--- src/rtl/mx_stim_pkg.sv ---
// Shared types and constants for the MX FP32 stimulus generator.
// Scenario/sign enums, FP32 field widths, LFSR taps and lane seed spreading.
package mx_stim_pkg;

  typedef enum logic [2:0] {
    ModeNormal   = 3'd0,
    ModeCarry    = 3'd1,
    ModeTie      = 3'd2,
    ModeMantOvf  = 3'd3,
    ModeScaleOvf = 3'd4,
    ModeNan      = 3'd5,
    ModeSubnorm  = 3'd6
  } mode_e;

  typedef enum logic [1:0] {
    SignPos  = 2'd0,
    SignNeg  = 2'd1,
    SignAlt  = 2'd2,
    SignRand = 2'd3
  } sign_mode_e;

  localparam int unsigned ExpW             = 8;
  localparam int unsigned ManW             = 23;
  localparam int unsigned DefaultElemMbits = 6;

  localparam logic [31:0] LfsrTaps    = 32'h8020_0003;
  localparam logic [31:0] LaneSeedInc = 32'h9E37_79B9;

  localparam logic [ExpW-1:0] BlkExpMin   = 8'd2;
  localparam logic [ExpW-1:0] BlkExpMax   = 8'd253;
  localparam logic [ExpW-1:0] NormExpMin  = 8'd1;
  localparam logic [ExpW-1:0] NormExpMax  = 8'd254;
  localparam logic [ExpW-1:0] ScaleOvfExp = 8'd254;
  localparam logic [ExpW-1:0] NanExp      = 8'd255;

  function automatic logic [ExpW-1:0] clamp_exp(logic [ExpW-1:0] v, logic [ExpW-1:0] lo,
                                                logic [ExpW-1:0] hi);
    if (v < lo) return lo;
    if (v > hi) return hi;
    return v;
  endfunction

endpackage

--- src/rtl/mx_lfsr32.sv ---
// 32-bit Galois LFSR (right-shifting) with synchronous load; a zero seed loads 1
// so the register can never lock up in the all-zero state.
module mx_lfsr32
  import mx_stim_pkg::*;
(
  input  logic        clk,
  input  logic        rst,
  input  logic        load,
  input  logic        step,
  input  logic [31:0] seed,
  output logic [31:0] state
);

  logic [31:0] state_q, state_d;

  always_comb begin
    state_d = state_q;
    if (load) begin
      state_d = (seed == 32'd0) ? 32'd1 : seed;
    end else if (step) begin
      state_d = state_q[0] ? ((state_q >> 1) ^ LfsrTaps) : (state_q >> 1);
    end
  end

  always_ff @(posedge clk) begin
    if (rst) begin
      state_q <= 32'd0;
    end else begin
      state_q <= state_d;
    end
  end

  assign state = state_q;

endmodule

--- src/rtl/mx_fp32_stim_gen.sv ---
// FP32 stimulus generator for MX (shared-exponent) quantiser verification: emits blocks of
// FP32 elements shaped to hit rounding corner cases, LANES elements per valid/ready beat.
module mx_fp32_stim_gen
  import mx_stim_pkg::*;
#(
  parameter int unsigned LANES      = 4,
  parameter int unsigned BLOCK_SIZE = 32,
  parameter int unsigned ELEM_MBITS = DefaultElemMbits
) (
  input  logic                  clk,
  input  logic                  rst,
  input  logic                  start_i,
  input  logic                  abort_i,
  input  logic [2:0]            mode_i,
  input  logic [1:0]            sign_mode_i,
  input  logic [15:0]           num_blocks_i,
  input  logic [31:0]           seed_i,
  output logic [32*LANES-1:0]   data_o,
  output logic                  valid_o,
  input  logic                  ready_i,
  output logic                  last_o,
  output logic                  busy_o,
  output logic                  done_o
);

  localparam int unsigned BeatsPerBlock = BLOCK_SIZE / LANES;
  localparam int unsigned BeatW         = (BeatsPerBlock > 1) ? $clog2(BeatsPerBlock) : 1;
  localparam int unsigned Trunc         = ManW - ELEM_MBITS;

  localparam logic [BeatW-1:0] BeatLast   = BeatW'(BeatsPerBlock - 1);
  localparam logic [ManW-1:0]  KeepMask   = ManW'(((32'd1 << ELEM_MBITS) - 32'd1) << Trunc);
  localparam logic [ManW-1:0]  KeepLsb    = ManW'(32'd1 << Trunc);
  localparam logic [ManW-1:0]  GuardBit   = ManW'(32'd1 << (Trunc - 1));

  typedef enum logic [1:0] {StIdle, StLoad, StRun, StDone} state_e;

  state_e                state_q, state_d;
  mode_e                 mode_q;
  sign_mode_e            sign_q;
  logic [15:0]           num_blocks_q;
  logic [BeatW-1:0]      beat_q, beat_d;
  logic [15:0]           blk_q, blk_d;
  logic [ExpW-1:0]       blk_exp_q, blk_exp_d;
  logic                  valid_q, valid_d;
  logic [32*LANES-1:0]   data_q, data_d;
  logic                  lfsr_load, lfsr_step, new_block;
  logic                  accept, beat_is_last, final_beat;
  logic [31:0]           lfsr_state [LANES];

  for (genvar l = 0; l < LANES; l++) begin : g_lane
    localparam logic [31:0] LaneSeed = 32'(32'(l) * LaneSeedInc);
    mx_lfsr32 u_lfsr (
      .clk   (clk),
      .rst   (rst),
      .load  (lfsr_load),
      .step  (lfsr_step),
      .seed  (seed_i ^ LaneSeed),
      .state (lfsr_state[l])
    );
  end

  // Kept field = mant[22:Trunc], guard = mant[Trunc-1], sticky = mant[Trunc-2:0].
  function automatic logic [31:0] shape_elem(logic [31:0] s, mode_e mode, sign_mode_e smode,
                                             logic [ExpW-1:0] bexp, logic blk_lsb);
    logic            sgn;
    logic [ExpW-1:0] exp_f;
    logic [ManW-1:0] mant;
    mant  = s[ManW-1:0];
    exp_f = bexp;
    case (mode)
      ModeCarry: begin
        mant = mant | GuardBit | ManW'(1);
        if ((mant & KeepMask) == KeepMask) mant = mant & ~KeepLsb;
      end
      ModeTie:     mant = (mant & KeepMask) | GuardBit;
      ModeMantOvf: mant = mant | KeepMask | GuardBit | ManW'(1);
      ModeScaleOvf: begin
        mant  = mant | KeepMask | GuardBit | ManW'(1);
        exp_f = ScaleOvfExp;
      end
      ModeNan: begin
        exp_f          = NanExp;
        mant[ManW-1]   = 1'b1;
      end
      ModeSubnorm: begin
        exp_f   = '0;
        mant[0] = 1'b1;
      end
      default: exp_f = clamp_exp(s[30:23], NormExpMin, NormExpMax);
    endcase
    case (smode)
      SignPos: sgn = 1'b0;
      SignNeg: sgn = 1'b1;
      SignAlt: sgn = blk_lsb;
      default: sgn = s[31];
    endcase
    return {sgn, exp_f, mant};
  endfunction

  assign accept       = valid_q && ready_i;
  assign beat_is_last = (beat_q == BeatLast);
  assign final_beat   = beat_is_last && (blk_q == num_blocks_q - 16'd1);

  always_comb begin
    state_d   = state_q;
    beat_d    = beat_q;
    blk_d     = blk_q;
    blk_exp_d = blk_exp_q;
    valid_d   = valid_q;
    lfsr_load = 1'b0;
    lfsr_step = 1'b0;
    new_block = 1'b0;
    case (state_q)
      StIdle: begin
        if (start_i) begin
          state_d   = StLoad;
          lfsr_load = 1'b1;
        end
      end
      StLoad: begin
        lfsr_step = 1'b1;
        beat_d    = '0;
        blk_d     = '0;
        new_block = 1'b1;
        if (num_blocks_q == 16'd0) begin
          state_d = StDone;
        end else begin
          state_d = StRun;
          valid_d = 1'b1;
        end
      end
      StRun: begin
        if (accept) begin
          lfsr_step = 1'b1;
          if (beat_is_last) begin
            beat_d    = '0;
            blk_d     = blk_q + 16'd1;
            new_block = 1'b1;
            if (final_beat) begin
              state_d = StDone;
              valid_d = 1'b0;
            end
          end else begin
            beat_d = beat_q + 1'b1;
          end
        end
      end
      default: state_d = StIdle;
    endcase
    // Lane 0 state at the first beat of a block also picks that block's shared exponent.
    if (new_block) blk_exp_d = clamp_exp(lfsr_state[0][7:0], BlkExpMin, BlkExpMax);
    // Abort wins over start and over a beat accepted in the same cycle.
    if (abort_i) begin
      state_d   = StIdle;
      valid_d   = 1'b0;
      lfsr_load = 1'b0;
      lfsr_step = 1'b0;
      beat_d    = beat_q;
      blk_d     = blk_q;
      blk_exp_d = blk_exp_q;
    end
  end

  always_comb begin
    data_d = data_q;
    if (lfsr_step) begin
      for (int l = 0; l < LANES; l++) begin
        data_d[32*l +: 32] = shape_elem(lfsr_state[l], mode_q, sign_q, blk_exp_d, blk_d[0]);
      end
    end
  end

  always_ff @(posedge clk) begin
    if (rst) begin
      state_q      <= StIdle;
      mode_q       <= ModeNormal;
      sign_q       <= SignPos;
      num_blocks_q <= '0;
      beat_q       <= '0;
      blk_q        <= '0;
      blk_exp_q    <= '0;
      valid_q      <= 1'b0;
      data_q       <= '0;
    end else begin
      state_q   <= state_d;
      beat_q    <= beat_d;
      blk_q     <= blk_d;
      blk_exp_q <= blk_exp_d;
      valid_q   <= valid_d;
      data_q    <= data_d;
      if (lfsr_load) begin
        mode_q       <= mode_e'(mode_i);
        sign_q       <= sign_mode_e'(sign_mode_i);
        num_blocks_q <= num_blocks_i;
      end
    end
  end

  assign data_o  = data_q;
  assign valid_o = valid_q;
  assign last_o  = valid_q && beat_is_last;
  assign busy_o  = (state_q == StLoad) || (state_q == StRun);
  assign done_o  = (state_q == StDone);

endmodule

--- config.mk ---
export PLATFORM = sky130hd
export DESIGN_NAME = mx_fp32_stim_gen
export DESIGN_NICKNAME = d
export VERILOG_FILES = /design/src/rtl/mx_stim_pkg.sv /design/src/rtl/mx_lfsr32.sv /design/src/rtl/mx_fp32_stim_gen.sv
export SDC_FILE = /design/constraint.sdc
export NUM_CORES = 1
export LEC_CHECK = 0
export BUFFER_PORTS_ARGS = -buffer_cell sky130_fd_sc_hd__buf_2
export CORE_AREA = 2 2 233 235
export CTS_BUF_LIST = sky130_fd_sc_hd__clkbuf_4 sky130_fd_sc_hd__clkbuf_8
export DETAILED_ROUTE_END_ITERATION = 12
export DIE_AREA = 0 0 235 237
export REMOVE_ABC_BUFFERS = 1
export SETUP_SLACK_MARGIN = 0.02
export SYNTH_ARGS = -nofsm -noshare
export SYNTH_HDL_FRONTEND = slang
export SYNTH_SLANG_ARGS = --single-unit
--- constraint.sdc ---
create_clock -name clk -period 2.5 [get_ports clk]
set_clock_uncertainty 0.05 [all_clocks]
set_input_delay 0.125 -clock clk [delete_from_list [all_inputs] [get_ports clk]]
set_output_delay 0.125 -clock clk [all_outputs]
set_load 0.02 [all_outputs]
==> impl_results.md, run 1 <==
* Failing checks: setup timing
* Final setup violation count at 3
* Worst Slack Setup Final at -122.3 ps
* CP arrival at 3070 ps
* Syn. warnings at 0
* Vias in the first global route at 12438
* Post-Route WL at 45470 µm
* I/O pin cnt at 190
* Worst-path maximum fanout at 3
* Cts bufs inserted at 56
* Yosys cell types at 69
* Commonest non-fill, non-tap cell in the layout: nand2_1
* Worst Setup End Kind: flip-flop
* Total Power at 11.91 mW
* P&R area growth vs syn at 31.01%
* Tcrit/Tclk final at 1.049
* Fmax at 0.3813 GHz
* Crit path launch type: flip-flop
* Core box area at 0.05328 mm²
* H-tree depth at 2
* Fin nets at 1996
* CTS Root Cell: clkbuf_8
* Final hold vios at 0
* 1st-pass router iterations at 5
* PwrDens at 690.1 mW/mm²
* Longest Clk Path Bufs at 3
* Vias per std cell at around 4.9
* Clock transition at path regs at 60 ps
* Worst VDD drop at approximately 0.00037 V
* Initial antenna violation count at 3
* Ys async rst share at 0
* Most frequent cells in the layout: nand2_1 (411), dfxtp_1 (305), buf_2 (188)
* Synth Cell Area at 0.01317 mm²
* Pin count of the biggest net entering global routing at 110
* First-pass GRT wire length at about 70000 µm
* Maxcap violations at 0
* Antenna-violating nets left at 0
* Hold Crit Depth at 4
* Die ar. at 0.05570 mm²
* Status: finished, violations left
* Avg Cell Area, Syn at 7.914 µm²
* Initial Util at 0.2472
* DRC at 0
* Die Width at 235 µm
* 1st-iter DRT viols at 767
* Total track usage at 0.1562
* Hold WS at 253.4 ps
* Register area share after synthesis at 0.4667
* Flop and latch count out of synthesis at a little over 300
* Site Rows at 85
* Minimum clock period at about 2600 ps
* Worst hold path type: input port to flip-flop
* Worst Tran Pin Value at 605.6 ps
* Layout cells sized above 1 at 0.2056
* Worst-Skew Late Latency at about 640 ps
* Final Max Tran Viols at 0
* CTS tree: built
* Via count at 13042
* Main synth FF type: dfxtp_1
* Critical Path RT at approximately 3000 ps
* Slew HR at 0.5963
* # clock sinks at 307
* Gpl congestion at 0.8907
* Leakage power at about 6.5 nW
* Die Span Y at 237 µm
* Wirelength per Cell at approximately 17 µm
* Critical path class: flip-flop to flip-flop
* RSZ-0062 raised after global routing: true
* DP HPWL at 32030 µm
* GR Overflow Total at 0
* Post-synth EDFFs at 0
* Syn Inst Count at 1664
* IO buf count at 189
* Worst r2r path cells at 10
[kinds of logic after synthesis]
family	after synthesis	share of synthesized area
simple gates	775	0.2604
compound gates	383	0.1855
flops	307	0.4667
buf+inv	139	0.04294
xor+xnor	37	0.02461
mux	12	0.009406
fa+ha+maj	11	0.01045
[sequential cells by signal, indices dropped and copies added (netlist names)]
| register | count |
|---|---|
| blk_q | 16 |
| data_o | 128 |
| g_lane.u_lfsr.state | 128 |
| sign_q | 2 |
| beat_q | 3 |
| mode_q | 3 |
| state_q | 2 |
| blk_exp_q | 8 |
| valid_o | 1 |
| num_blocks_q | 16 |
[metrics by stage]
| stage | std cells | setup slack (ps) | area [µm²] | utilization | setup TNS (ps) |
|---|---|---|---|---|---|
| final | 2669 | -122.3 | 17250 | 0.3238 | -255.4 |
| after global routing | 2667 | -218.5 | 17250 | 0.3237 | -522.9 |
| after CTS | 2664 | -101.5 | 17200 | 0.3228 | -196.9 |
| after detailed placement | 2492 | -167.4 | 15170 | 0.2847 | -410.4 |
| after global placement | 2492 | -219.6 | 15170 | 0.2847 | -482.2 |
| after floorplan | 1537 | -7505 | 12650 | - | -1769190 |
[cell usage after synthesis (all sizes together), types with 12 or more instances]
master	n	area, µm²
nand3	77	385.4
inv	12	45.04
nand2	411	1543
a21oi	116	580.6
a311oi	16	140.1
o21bai	21	157.7
xnor2	25	219.0
clkbuf	106	397.9
xor2	12	105.1
a21o	16	120.1
nor3	43	215.2
o21ai	37	188.9
buf	21	122.6
a211oi	45	337.8
dfxtp	307	6146
nand4	20	125.1
and3	15	93.84
nor2	135	509.2
a31oi	101	631.9
or4	15	125.1
[what timing repair did]
action / CTS / global route
hold buffers: 69 / 0
endpoints found under the hold margin: 190 / 0
pin swaps: 4 / 2
setup endpoints to repair: 3 / 74
setup buffers: 2 / 1
gates cloned: 0 / 1
resized for setup: 11 / 9
[layout make-up]
cell class | instances | area (µm²)
fill | 5625 | 36030
multi-input combinational | 1218 | 6530
sequential | 307 | 6148
timing repair buffer | 332 | 2364
clock buffer | 87 | 1110
tap | 696 | 870.8
clock inverter | 14 | 177.7
inverter | 12 | 45.04
antenna | 3 | 7.507
[report_power, final]
part           internal, mW  switching (mW)
Clock                  3.23            2.18
Combinational         0.506           0.690
Sequential             5.10           0.214
[routing by layer]
metal,routed length [µm],up-vias,track usage
met1,21590,6225,0.2138
met2,20340,384,0.2488
li1,-,6360,-
met3,2634,69,0.02891
met5,24,-,0
met4,879,4,0.04737
[worst max-delay path, cell delays in order (launching register included)]
cell and delay, ps:
dfxtp_2 320, buf_6 110, or4_4 550, buf_6 150, nor4_4 150, o21ai_2 110, a2111oi_4 330, o2111ai_2 250
buf_4 200, o211ai_1 160, o31ai_1 90
[worst paths after layout]
kind,startpoint,to,slack (ps)
worst min-delay path,num_blocks_i[9],num_blocks_q[9],250
worst max-delay path,num_blocks_q[0],valid_o,-120
worst max register to register,num_blocks_q[0],valid_o,-120
worst min register to register,data_o[12],data_o[12],400
Power figures use the tool's default switching activity.
==> inputs of run 2 (changes only) <==
--- a/config.mk
+++ b/config.mk
@@ -5,11 +5,15 @@
 export SDC_FILE = /design/constraint.sdc
 export NUM_CORES = 1
 export LEC_CHECK = 0
+export ABC_AREA = 1
 export BUFFER_PORTS_ARGS = -buffer_cell sky130_fd_sc_hd__buf_2
-export CORE_AREA = 2 2 233 235
+export CELL_PAD_IN_SITES_DETAIL_PLACEMENT = 0
+export CELL_PAD_IN_SITES_GLOBAL_PLACEMENT = 1
+export CORE_AREA = 2 2 236 238
 export CTS_BUF_LIST = sky130_fd_sc_hd__clkbuf_4 sky130_fd_sc_hd__clkbuf_8
 export DETAILED_ROUTE_END_ITERATION = 12
-export DIE_AREA = 0 0 235 237
+export DIE_AREA = 0 0 238 240
+export PLACE_DENSITY_LB_ADDON = 0.1
 export REMOVE_ABC_BUFFERS = 1
 export SETUP_SLACK_MARGIN = 0.02
 export SYNTH_ARGS = -nofsm -noshare
==> impl_results.md, run 2 <==
* Status: finished, final reports clean
* CTS Root Cell: clkbuf_8
* GR Overflow Total at 0
* I/O pin cnt at 190
* Fmax at 0.4256 GHz
* Antenna-violating nets left at 0
* Initial antenna violation count at 6
* Sw power at 3.758 mW
* CP max-delay cell: dlygate4sd3_1
* Avg Cell Area, Syn at 7.544 µm²
* Site Rows at 86
* Hold WS at 48.72 ps
* Leading area contributor after synthesis: dfxtp_1
* Cell breakdown of the critical path: inv_1 > ha_1 > nand3_4 > inv_4 > buf_4 > nand4_1 > dlygate4sd3_1 > a31oi_1
* 1st-iter DRT viols at 761
* Die ar. at about 0.057 mm²
* P&R area growth vs syn at 27.13%
* Worst VDD drop at 0.0003714 V
* Worst hold path type: input port to flip-flop
* Longest Clk Path Bufs at 3
* Worst Setup End Kind: flip-flop
* Worst-Skew Late Latency at about 680 ps
* Post-Route WL at 53890 µm
* Critical Path RT at slightly above 3000 ps
* Initial Util at 0.2481
* Clock transition at path regs at approximately 60 ps
* CP Buf/Inv Count at 4
* CP arrival at 2900 ps
* Die Span Y at around 240 µm
* Slew HR at 0.4723
* Wirelength per Cell at ~19 µm
* IO buf count at 189
* Commonest non-fill, non-tap cell in the layout: dfxtp_1
* Vias per std cell at 4.832
* Sw frac at 0.2960
* Layout Utilization at 0.3155
* Family with the most delay on the worst path: buffers and inverters
* Internal power at 8.939 mW
* Comb power frac at 0.138
* Die Width at 238 µm
* Dominant cells by area after synthesis: dfxtp_1 (45%), o21ai_0 (7.3%), nand2_1 (7.1%)
* Leakage power at 7.104 nW
* Post-synth EDFFs at 0
* Most frequent cells in the layout: dfxtp_1 (307), nand2_1 (254), o21ai_0 (197)
* Final Max Tran Viols at 0
* Yosys cell types at 43
* Clock power frac at 0.437
* Via count at 13409
* Register area share after synthesis at 0.4531
* Gpl congestion at about 0.80
* Main synth FF type: dfxtp_1
* Critical path class: flip-flop to flip-flop
* Synth Cell Area at 0.01356 mm²
* Cts bufs inserted at 59
* Top-count cell post-synth: dfxtp_1
* Top cell type's share of synthesized area at 0.4531
* CTS tree: built
* Maxcap violations at 0
* Layout cells sized above 1 at 0.1925
* Worst Tran Pin Value at ~790 ps
* Sequential Power Share at 0.425
* Vias in the first global route at 13228
* Place WS at 130.1 ps
* Post-CTS setup buffers at 0
* 1st-pass router iterations at 5
* DP HPWL at 37070 µm
* Pin count of the biggest net entering global routing at 137
* # clock sinks at 307
* Ys async rst share at 0
* Final hold vios at 0
* Number of fill cells in the layout at 5955
* Total track usage at 0.1850
* Worst-path maximum fanout at 20
* H-tree depth at 2
* Fin nets at 2089
* First-pass GRT wire length at 81830 µm
* PwrDens at 736.4 mW/mm²
* Total Power at about 13 mW
* Tcrit/Tclk final at 0.9398
* Flop and latch count out of synthesis at 307
* Minimum clock period at approximately 2300 ps
* RSZ-0062 raised after global routing: false
* Post-synth top cells: dfxtp_1 (307), nand2_1 (256), o21ai_0 (197)
* Total negative slack at 0 ps
* Syn. warnings at 0
* Syn Inst Count at 1798
* DRC at 0
* Crit path launch type: flip-flop
* Core box area at between 0.05 and 0.06 mm²
* Worst Slack Setup Final at 150.5 ps
* Max incr delay on CP at 590 ps
* Final setup violation count at 0
run 2: changes by cell type after synthesis, moves of 23 or more:
cell / before / now
a211oi_1: 45 / 2
a31oi_1: 101 / 53
inv_1: 12 / 169
clkbuf_1: 106 / 77
a221oi_1: 0 / 32
o21ai_0: 33 / 197
nand2_1: 411 / 256
a21oi_1: 116 / 165
o221ai_1: 1 / 24
buf_2: 1 / 32
nor2_1: 134 / 168
run 2: power groups by stage:
| stage | clock, mW | sequential [mW] | combinational [mW] |
|---|---|---|---|
| global placement | 0 | 5.51 | 1.67 |
| finish | 5.54 | 5.40 | 1.75 |
| global route | 5.94 | 5.43 | 1.96 |
| floorplan | 0 | 5.44 | 0.971 |
| CTS | 5.74 | 5.40 | 1.76 |
| detailed placement | 0 | 5.50 | 1.68 |
run 2: metrics by stage:
stage	area, µm²	instances
2_1_floorplan	13050	1679
3_3_place_gp	15300	2605
3_5_place_dp	15300	2605
4_1_cts	17190	2770
5_1_grt	17240	2774
6_report	17240	2775
run 2: cell families (layout without fill, tap and decap cells):
logic type,Yosys count,after routing,synth area share
fa+ha+maj,11,11,0.01015
xor+xnor,17,17,0.01098
compound gates,542,542,0.2366
buf+inv,299,568,0.08809
simple gates,622,622,0.2011
flops,307,307,0.4531
other cells,0,4,0
run 2: layer usage:
metal / global-route usage / up-vias / routed length [µm]
met3: 0.03284 / 82 / 2353
met2: 0.2966 / 282 / 24340
met5: 0 / - / 27
met1: 0.2524 / 6411 / 25830
met4: 0.05777 / 4 / 1344
li1: - / 6630 / -
run 2: worst reg2reg max path, cell delays in order, from the launching register on:
cell and delay, ps:
dfxtp_1 330, inv_1 110, ha_1 250, nand3_4 130, inv_4 240, buf_4 330
nand4_1 150, dlygate4sd3_1 590, a31oi_1 120
run 2: what timing repair did:
| item | CTS | global route |
|---|---|---|
| resized for setup | 0 | 12 |
| setup endpoints to repair | 0 | 18 |
| endpoints found under the hold margin | 149 | 0 |
| hold buffers | 57 | 0 |
run 2: cell type report:
type	count	area (µm²)	share of cell area
Tap cell	704	880.8	0.05108
Sequential cell	307	6146	0.3564
Inverter	180	686.9	0.03983
Timing Repair Buffer	279	1924	0.1116
Clock buffer	102	1241	0.07198
Antenna cell	4	10.01	0.0005805
Multi-Input combinational cell	1192	6275	0.3639
Clock inverter	6	72.57	0.004208
Timing Repair inverter	1	7.507	0.0004354
run 2: final timing paths:
kind,from,endpoint,slack (ps),cells past startpoint
hold reg to reg,data_o[6],data_o[6],410,2
setup / recovery,state_q[0],g_lane[1].u_lfsr.state[0],150,8
setup reg to reg,state_q[0],g_lane[1].u_lfsr.state[0],150,8
hold / removal,seed_i[19],g_lane[1].u_lfsr.state[19],50,3
==> inputs of run 3 (changes only) <==
==> constraint.sdc (replaced) <==
create_clock -name clk -period 2.2 [get_ports clk]
set_clock_uncertainty 0.05 [all_clocks]
set_input_delay 0.11 -clock clk [delete_from_list [all_inputs] [get_ports clk]]
set_output_delay 0.11 -clock clk [all_outputs]
set_load 0.02 [all_outputs]
==> impl_results.md, run 3 (synthesis gave the netlist of run 2 again) <==
* GR Overflow Total at 0
* Fin nets at 2127
* Number of fill cells in the layout at 5962
* Initial Util at 0.2481
* DP HPWL at approximately 38000 µm
* Core box area at 0.05466 mm²
* Maxcap violations at 0
* CTS Root Cell: clkbuf_8
* Tcrit/Tclk final at 0.9401
* CP arrival at roughly 2500 ps
* Antenna-violating nets left at 0
* Wirelength per Cell at 19.88 µm
* 1st-iter DRT viols at 764
* Worst Tran Pin Value at 776.5 ps
* Most frequent cells in the layout: dfxtp_1 (300), nand2_1 (250), buf_2 (189)
* Worst Slack Setup Final at 131.7 ps
* Fin cells at 2813
* Place WS at -57.94 ps
* Longest Clk Path Bufs at 3
* Critical Path RT at 2630 ps
* Post-Route WL at 55930 µm
* Crit path launch type: flip-flop
* RR Startpoint: state_q[0]
* Gpl congestion at slightly above 0.8
* PwrDens at 819.5 mW/mm²
* Fmax at 0.4835 GHz
* Site Rows at 86
* Total Power at 14.70 mW
* Worst Setup End Kind: flip-flop
* Commonest non-fill, non-tap cell in the layout: dfxtp_1
* CTS tree: built
* Layout Utilization at 0.3282
* Vias in the first global route at ~13000
* Status: finished, final reports clean
* Initial antenna violation count at 5
* Leakage power at 7.395 nW
* Via count at 13740
* H-tree depth at 2
* Worst-path maximum fanout at 12
* Final hold vios at 0
* DRC at 0
* # clock sinks at 307
* Hold WS at 83.40 ps
* Worst VDD drop at 0.0003750 V
* Die Span Y at about 240 µm
* Clock transition at path regs at around 60 ps
* I/O pin cnt at 190
* Vias per std cell at between 4 and 5
* Post-Layout Inst Area at 0.01794 mm²
* Die ar. at approximately 0.057 mm²
* Hold Crit Start: ready_i
* Hold Crit Depth at 6
* Placed Cells at 2628
* 1st-pass router iterations at 5
* Post-DP Area at approximately 0.016 mm²
* Worst hold path type: input port to flip-flop
* P&R area growth vs syn at 32.28%
* First-pass GRT wire length at 81790 µm
* Pin count of the biggest net entering global routing at approximately 140
* IO buf count at 189
* Die Width at about 240 µm
* Total track usage at 0.1851
* Slew HR at 0.4823
* Total negative slack at 0 ps
* RSZ-0062 raised after global routing: true
* Minimum clock period at 2068 ps
* Worst setup startpoint: state_q[0]
* Worst r2r path cells at 11
* Critical path class: flip-flop to flip-flop
* Final setup violation count at 0
* Layout cells sized above 1 at 0.2233
* Cts bufs inserted at 61
* Final Max Tran Viols at 0
* Worst-Skew Late Latency at 690 ps
run 3: cell count changes in the layout (fill, tap and decap cells not counted), sizes merged:
cell,previous run,this run
inv,179,178
buf,222,252
clkinvlp,2,3
clkbuf,102,110
run 3: worst paths after layout:
kind,to,slack [ps]
min,blk_q[0],80
max,g_lane[1].u_lfsr.state[21],130
min reg2reg,data_o[105],410
max reg2reg,g_lane[1].u_lfsr.state[21],130
run 3: report_power, final:
| part | switching, mW | leakage, nW | internal, mW |
|---|---|---|---|
| Combinational | 1.40 | 4.18 | 0.782 |
| Sequential | 0.287 | 2.50 | 5.86 |
| Clock | 2.69 | 0.709 | 3.69 |
| Total | 4.37 | 7.40 | 10.3 |
run 3: final cells by class:
class	instances	area [µm²]	area share
tap	704	880.8	0.04909
antenna	4	10.01	0.0005579
inverter	180	689.4	0.03842
timing repair buffer	316	2454	0.1368
sequential	307	6155	0.3430
clock buffer	103	1255	0.06994
clock inverter	7	87.58	0.004881
multi-input combinational	1192	6411	0.3573
run 3: per-layer routing:
layer | part of all wire | routed length, µm | GRT usage
met4 | 0.025 | 1424 | 0.06061
met1 | 0.46 | 25940 | 0.2491
met5 | 0.00023 | 13 | 0
met2 | 0.46 | 25640 | 0.2990
met3 | 0.052 | 2909 | 0.03375
run 3: worst max-delay path, cell delays in order, from the launching register on:
cell	delay [ps]
dfxtp_2	320
inv_2	90
ha_1	220
inv_2	90
o21ai_4	220
nand2_8	100
inv_4	150
nor2_4	80
buf_6	140
buf_12	140
a31oi_1	190
a221oi_1	100
run 3: repair_timing:
action	CTS	global route
setup endpoints to repair	6	230
hold endpoints to repair	175	0
pin swaps	1	13
gates resized for setup	3	91
buffers inserted	0	6
cloned	0	8
hold buffers	57	0
